$ cat src/rtl/pc_stack.sv
// pc_stack: program counter with a LIFO return-address stack and optional sticky ovf/unf flags.
//
// Parameters
//   WIDTH  program-counter / address width in bits (>= 4)
//   DEPTH  return-stack entries (>= 2, power of two)
//   STEP   increment used by inc and by the call return address
//
// Ports
//   CLK       rising-edge clock
//   reset_n   asynchronous active-low reset
//   in        absolute target for load and call
//   offset    two's-complement displacement for rel
//   load, rel, inc, call, ret   requests, priority ret > call > load > rel > inc
//   err_clr   clears sticky ovf/unf (an event in the same cycle wins)
//   out       registered program counter
//   top       top-of-stack entry, 0 when empty
//   level     number of valid stack entries
//   empty, full   level==0 / level==DEPTH
//   ovf, unf  sticky overflow (call while full) / underflow (ret while empty)
//
// Define PC_STACK_ERR_EN to build the sticky flags; otherwise ovf/unf are 0
// and err_clr is ignored.
module pc_stack #(
  parameter int WIDTH = 16,
  parameter int DEPTH = 8,
  parameter int STEP = 1
) (
  input  logic                     CLK,
  input  logic                     reset_n,
  input  logic [WIDTH-1:0]         in,
  input  logic [WIDTH-1:0]         offset,
  input  logic                     load,
  input  logic                     rel,
  input  logic                     inc,
  input  logic                     call,
  input  logic                     ret,
  input  logic                     err_clr,
  output logic [WIDTH-1:0]         out,
  output logic [WIDTH-1:0]         top,
  output logic [$clog2(DEPTH):0]   level,
  output logic                     empty,
  output logic                     full,
  output logic                     ovf,
  output logic                     unf
);
  localparam int AW = $clog2(DEPTH);
  logic [WIDTH-1:0] mem [DEPTH];
  logic [AW-1:0] wp;
  logic [WIDTH-1:0] ret_addr, nxt_out;
  logic push, pop, ovf_ev, unf_ev;
  // Low bits of level address the next free slot; at level==DEPTH they wrap
  // to 0, so wp-1 still points at the last entry.
  assign wp = level[AW-1:0];
  assign ret_addr = out + WIDTH'(STEP);
  assign empty = level == '0;
  assign full = level == (AW+1)'(DEPTH);
  assign top = empty ? '0 : mem[wp - 1'b1];
  assign pop = ret & ~empty;
  assign push = ~ret & call & ~full;
  assign unf_ev = ret & empty;
  assign ovf_ev = ~ret & call & full;
  always_comb begin
    nxt_out = ret ? (empty ? ret_addr : top) :
              call ? in :
              load ? in :
              rel ? out + offset :
              inc ? ret_addr : out;
  end
  always_ff @(posedge CLK or negedge reset_n) begin
    if (!reset_n) begin
      out <= '0;
      level <= '0;
    end else begin
      out <= nxt_out;
      level <= push ? level + 1'b1 : pop ? level - 1'b1 : level;
    end
  end
  // Storage is not reset; validity is carried by level alone.
  always_ff @(posedge CLK) begin
    if (push && reset_n) mem[wp] <= ret_addr;
  end
`ifdef PC_STACK_ERR_EN
  always_ff @(posedge CLK or negedge reset_n) begin
    if (!reset_n) begin
      ovf <= 1'b0;
      unf <= 1'b0;
    end else begin
      ovf <= ovf_ev | (ovf & ~err_clr);
      unf <= unf_ev | (unf & ~err_clr);
    end
  end
`else
  logic unused_err;
  assign unused_err = err_clr | ovf_ev | unf_ev;
  assign ovf = 1'b0;
  assign unf = 1'b0;
`endif
endmodule

$ cat config.mk
export PLATFORM = sky130hd
export DESIGN_NAME = pc_stack
export DESIGN_NICKNAME = d
export VERILOG_FILES = /design/src/rtl/pc_stack.sv
export SDC_FILE = /design/constraint.sdc
export NUM_CORES = 1
export LEC_CHECK = 0
export CAP_MARGIN = 25
export CORE_UTILIZATION = 45
export CTS_CLUSTER_DIAMETER = 50
export DETAILED_ROUTE_END_ITERATION = 12
export PLACE_DENSITY = 0.78
export REMOVE_ABC_BUFFERS = 1
export SYNTH_ARGS = -nofsm -noshare
export SYNTH_HDL_FRONTEND = slang
export SYNTH_SLANG_ARGS = --single-unit
$ cat constraint.sdc
create_clock -name CLK -period 3.96 [get_ports CLK]
set_input_delay 0.396 -clock CLK [delete_from_list [all_inputs] [get_ports CLK]]
set_output_delay 0.396 -clock CLK [all_outputs]
set_load 0.02 [all_outputs]
# Yosys cells after proc, flatten, opt, wreduce, memory -nomap -nowiden
# Memories as Yosys holds them, arrays and structs flattened.
# Cells that the tools add are included.
# word_totals
reg_bits	20
ramBits	128
in_bits	40
out_inout_bits	40
elab_cells	30
n_memories	1
# mem_list
memory	depth	word_bits	rd	rd_ports_with_merged_regs	wr	line	source
mem	8	16	1	0	1	47	logic [WIDTH-1:0] mem [DEPTH];
# classes
addsub	5
n_eq_ne	1
n_mux	11
bitwise	6
n_reduce_logical	4
# ops
op	n
$mux W16	7
$add A16 B1 Y16 const B	1
$add A16 B16 Y16	1
$mux W4	2
$reduce_bool A5 Y1	1
$add A4 B1 Y4 const B	1
$eq A4 B4 Y1 const B	1
$logic_not A4 Y1	1
$sub A4 B1 Y4 const B	1
$and A1 B1 Y1	3
$not A1 Y1	3
$sub A3 B1 Y3 const B	1
$mux W1	2
$reduce_bool A2 Y1	1
$logic_and A1 B1 Y1	1

# Depth between registers and ports, before layout
# logic_depth
ltp_word	6
ltp_mapped	14
depth_no_buf	11

# Least setup slack after synthesis
# OpenSTA, ideal clock, no wires.
# synth_path
kind	reg2reg
startpoint	reg level[0]
endpoint	mem mem[1][0], enable pin
setup_ns	0.409
arrival_ns	3.485
t_required_ns	3.551
slack_ns	0.066
stages_incl_launch_ff	11
path_buffers	3
period_less_slack_ns	3.894
path_cell_list	dfrtp_1 > buf_4 > buf_6 > buf_6 > inv_1 > ha_1 > nor2b_1 > and2_1 > nor3b_1 > nand3_1 > nor3_1
# synth_between
elab_chain_len	6
# synth_rtl
item	line	source
from (decl)	40	output logic [$clog2(DEPTH):0] level,
from (signal assigned)	75	level <= push ? level + 1'b1 : pop ? level - 1'b1 : level;
$eq A4 B4 Y1	56	assign full = level == (AW+1)'(DEPTH);
via full	42	output logic full,
$not A1 Y1	59	assign push = ~ret & call & ~full;
$and A1 B1 Y1	59	
$logic_and A1 B1 Y1	80	if (push && reset_n) mem[wp] <= ret_addr;
$mux W1	80	
$mux W1 (not written as such)	80	
to (decl)	47	
# The timed path passes the listed nets, and every way through them passes these cells.

# Worst setup path in the final report
# layout_path
startpoint	reg level[1]
endpoint	out top[7]
# layout_between
elab_chain_len	3
elab_cells_between_ends	4
classes_between	add/sub: 1; mux: 1; reduce/logical: 1; memory: 1
# layout_rtl
item	line	source
$sub A3 B1 Y3	57	assign top = empty ? '0 : mem[wp - 1'b1];
$mem_v2 Z8 W16	n/a	
$mux W16 *	57	
to (decl)	39	output logic [WIDTH-1:0] top,
# Every way passes the cells marked *; elsewhere a longest branch is shown, timed or not.

==> summary.txt <==
Synthesis
  • Syn_area_per_cell: 13.7 um^2
  • Largest family of logic cells by synthesized area: compound AO/OA/AOI/OAI gates
  • Post-Synthesis Cell Area: 7490 um^2
  • Unique masters post-synth: 70
  • Yosys top cell by area: edfxtp_1
  • Yosys top cell area share: 0.513
  • FF+latch count, synth: 148
  • Adder-cell share of the synthesized area: 0.0371
  • Post-Syn Instances: 549
  • Seq/Total Area, Yosys: 0.580
  • Post-synth EDFFs: 128
  • Multiplexer area fraction after synthesis: 0.112
  • Ys async rst share: 0.135
  • Synth Area in Compound Gates: 0.112
  • Post-Synth XOR/XNOR Area: 0.0347
  • Synth Area in Simple Gates: 0.0891
  • Top cells by area, synth: edfxtp_1, mux4_2, dfrtp_1
  • Count of warnings emitted by yosys: 0
  • Most used DFF post-synth: edfxtp_1

Clock tree
  • TritonCTS clock tree: built
  • Resize count post-CTS: 0
  • Sinks on the clock net: 148
  • Longest Clk Path Bufs: 2
  • Total CTS buffers: 17
  • Post-CTS setup buffers: 0
  • CTS clk-pin slew, worst paths: 0.06 ns
  • Root Buffer: clkbuf_16
  • Hold buffers post-CTS: 0
  • Worst-skew pair later-pin latency: 0.41 ns
  • CTS H-tree lvls: 4

Timing
  • RSZ-0062 raised after global routing: false
  • Worst slew pin tran: 0.923 ns
  • Endpoints failing setup: 0
  • Skew final: 0.00643 ns
  • Final hold viol count: 0
  • Count of pins over their slew limit: 0
  • Maximum clock rate: 277 MHz
  • Final Cycle Share: 0.912
  • Period minus WS final: 3.61 ns
  • Worst hold slack: 0.337 ns
  • Headroom to the max-slew limit: 0.380

Run status
  • Outcome: completed

Detailed routing
  • Via count of the routed design: 5090
  • Drt drc: 0
  • Drt pass-1 iters: 5
  • DR WL/cell: 21.0 um
  • Routed WL: 18.1 mm
  • Drt via density: 5.88
  • Final ANT Viol Nets: 0
  • Initial drt markers: 523

Critical path
  • CP endpoint kind: primary output
  • Family with the most delay on the worst path: buffers and inverters
  • Largest fanout on the critical path: 32
  • Worst path max stage delay: 0.69 ns
  • CP Buf/Inv Count: 3
  • CP arrival: 3.21 ns
  • Critical path type: reg -> out
  • CP Launch Type: register
  • Crit-path cells: inv_1, ha_1, buf_4, mux4_2, nand2_1, a21oi_1, clkdlybuf4s50_1
  • CP max-delay cell: clkdlybuf4s50_1
  • Crit path required time: 3.56 ns

Floorplan
  • Die X: 131 um
  • Row Count: 46
  • Initial Utilization: 0.467
  • Die area: 17200 um^2
  • Die H: 131 um
  • Core area: 16100 um^2
  • IO Count: 80

Min path
  • Min-delay worst type: in -> async

Power
  • Total internal power: 4.88 mW
  • Switching share of power: 0.401
  • Power share of the combinational group: 0.513
  • Leakage: 3.22 nW
  • Sw Pwr: 3.27 mW
  • Clock share of power: 0.196
  • Worst vdd ir: 0.442 mV
  • Pwr dens: 897 nW/um^2
  • Seq pwr share: 0.291

Placed design
  • HPWL Detailed: 12.2 mm
  • Placed cell area: 8490 um^2
  • GP Congestion: 0.894
  • Port Buffers: 76
  • Placed cells: 833

GRT
  • Largest net degree at the start of global routing: 38
  • Vias in the first global route: 5073
  • First-pass GRT wire length: 27.9 mm
  • Gr ovfl total: 0
  • Initial antenna violation count: 0
  • Total Routing Usage GR: 0.225

Layout
  • Final instance area: 9080 um^2
  • Synth-to-layout area growth: 21.2%
  • Diodes inserted: 0
  • Non-Filler Instances: 865
  • Layout cell share with drive strength beyond 1: 0.157
  • Nets: 697

Job
  • Max Cap Viol: 0
worst paths after layout:
path | cells past startpoint | from | slack, ns | to
max | 7 | level[1]$_DFFE_PN0P_ | 0.35 | top[7]
min | 2 | reset_n | 0.34 | out[12]$_DFFE_PN0P_
max reg2reg | 11 | level[1]$_DFFE_PN0P_ | 0.86 | level[3]$_DFFE_PN0P_
min reg2reg | 1 | level[3]$_DFFE_PN0P_ | 0.51 | level[3]$_DFFE_PN0P_
max in group asynchronous | 2 | reset_n | 3.37 | level[0]$_DFFE_PN0P_
min in group CLK | 1 | level[3]$_DFFE_PN0P_ | 0.51 | level[3]$_DFFE_PN0P_
area by class of cell:
class / instances / area (um^2)
fill: 1231 / 6970
sequential: 148 / 4350
multi-input combinational: 358 / 2900
timing repair buffer: 96 / 923
clock buffer: 19 / 433
tap: 216 / 270
clock inverter: 13 / 160
inverter: 15 / 56.3
cells in the mapped netlist, types with 3 or more instances:
cell,n
edfxtp_1,128
nand2_1,58
a21oi_1,39
mux4_2,32
nor2_1,32
dfrtp_1,20
ha_1,19
o21ai_0,16
nand3_1,14
xnor2_1,13
xor2_1,13
inv_1,12
a21o_1,11
clkbuf_1,10
a31oi_1,7
mux2i_1,7
o211ai_1,7
buf_4,6
a211oi_1,5
and3_1,5
buf_6,5
nor3_1,5
clkbuf_8,4
mux2_2,4
nand4_1,4
o21a_1,4
o21ai_1,4
o221ai_1,4
a221oi_1,3
a22oi_1,3
nand2b_1,3
o21bai_1,3
placed cells by master (no fill, tap or decap), types with 5 or more instances in the layout:
cell type and instances:
mux2i_1 7, o211ai_1 7, a21o_1 11, and3_1 5, a31oi_1 7, buf_4 19
edfxtp_1 128, a211oi_1 5, nor2_1 32, xor2_1 13, inv_1 12, nand2_1 58
ha_1 19, dfrtp_1 19, clkinvlp_4 5, clkdlybuf4s50_1 76, nand3_1 14, a21oi_1 39
mux4_2 32, clkbuf_16 17, xnor2_1 13, o21ai_0 16
state kept, by name, summed over array words and instances (netlist names):
signal,count
out,16
mem,128
level,4
power groups by stage:
| stage | Sequential [mW] | Clock [mW] | Combinational [mW] |
|---|---|---|---|
| floorplan | 2.53 | 0 | 2.42 |
| global placement | 2.39 | 0 | 4.07 |
| detailed placement | 2.40 | 0 | 4.14 |
| CTS | 2.37 | 1.60 | 4.18 |
| global route | 2.40 | 1.67 | 4.48 |
| finish | 2.38 | 1.60 | 4.18 |
worst reg2reg max path: stages, from the launching register on:
cell     delay (ns)
dfrtp_1        0.53
inv_1          0.11
ha_1           0.24
nor2b_1        0.15
and2_1         0.19
nor3b_1        0.53
inv_1          0.20
ha_1           0.32
a21o_1         0.17
a21oi_1        0.20
mux2i_1        0.24
xnor2_1        0.13
cells by family after synthesis:
family / Yosys count
other cells: 1
simple gates: 139
mux: 43
xor+xnor: 28
flops: 148
buf+inv: 44
fa+ha+maj: 21
compound gates: 125
through the flow:
stage	util	setup WS [ns]	TNS, ns	total power, mW
CTS	0.566	0.374	0	8.16
floorplan	-	-0.800	-54.33	4.95
global placement	0.529	0.854	0	6.45
detailed placement	0.529	0.835	0	6.53
global route	0.566	0.154	0	8.55
finish	0.566	0.350	0	8.15
per-layer routing:
| layer | wire length [um] | up-vias | global-route usage | part of all wire |
|---|---|---|---|---|
| met5 | 0 | - | 0 | 0 |
| met4 | 459 | 0 | 0.0947 | 0.025 |
| met3 | 1260 | 36 | 0.0430 | 0.069 |
| met2 | 8920 | 249 | 0.373 | 0.49 |
| met1 | 7490 | 2498 | 0.290 | 0.41 |
| li1 | - | 2307 | - | - |
Note: power is estimated with default switching activity, not from simulation.
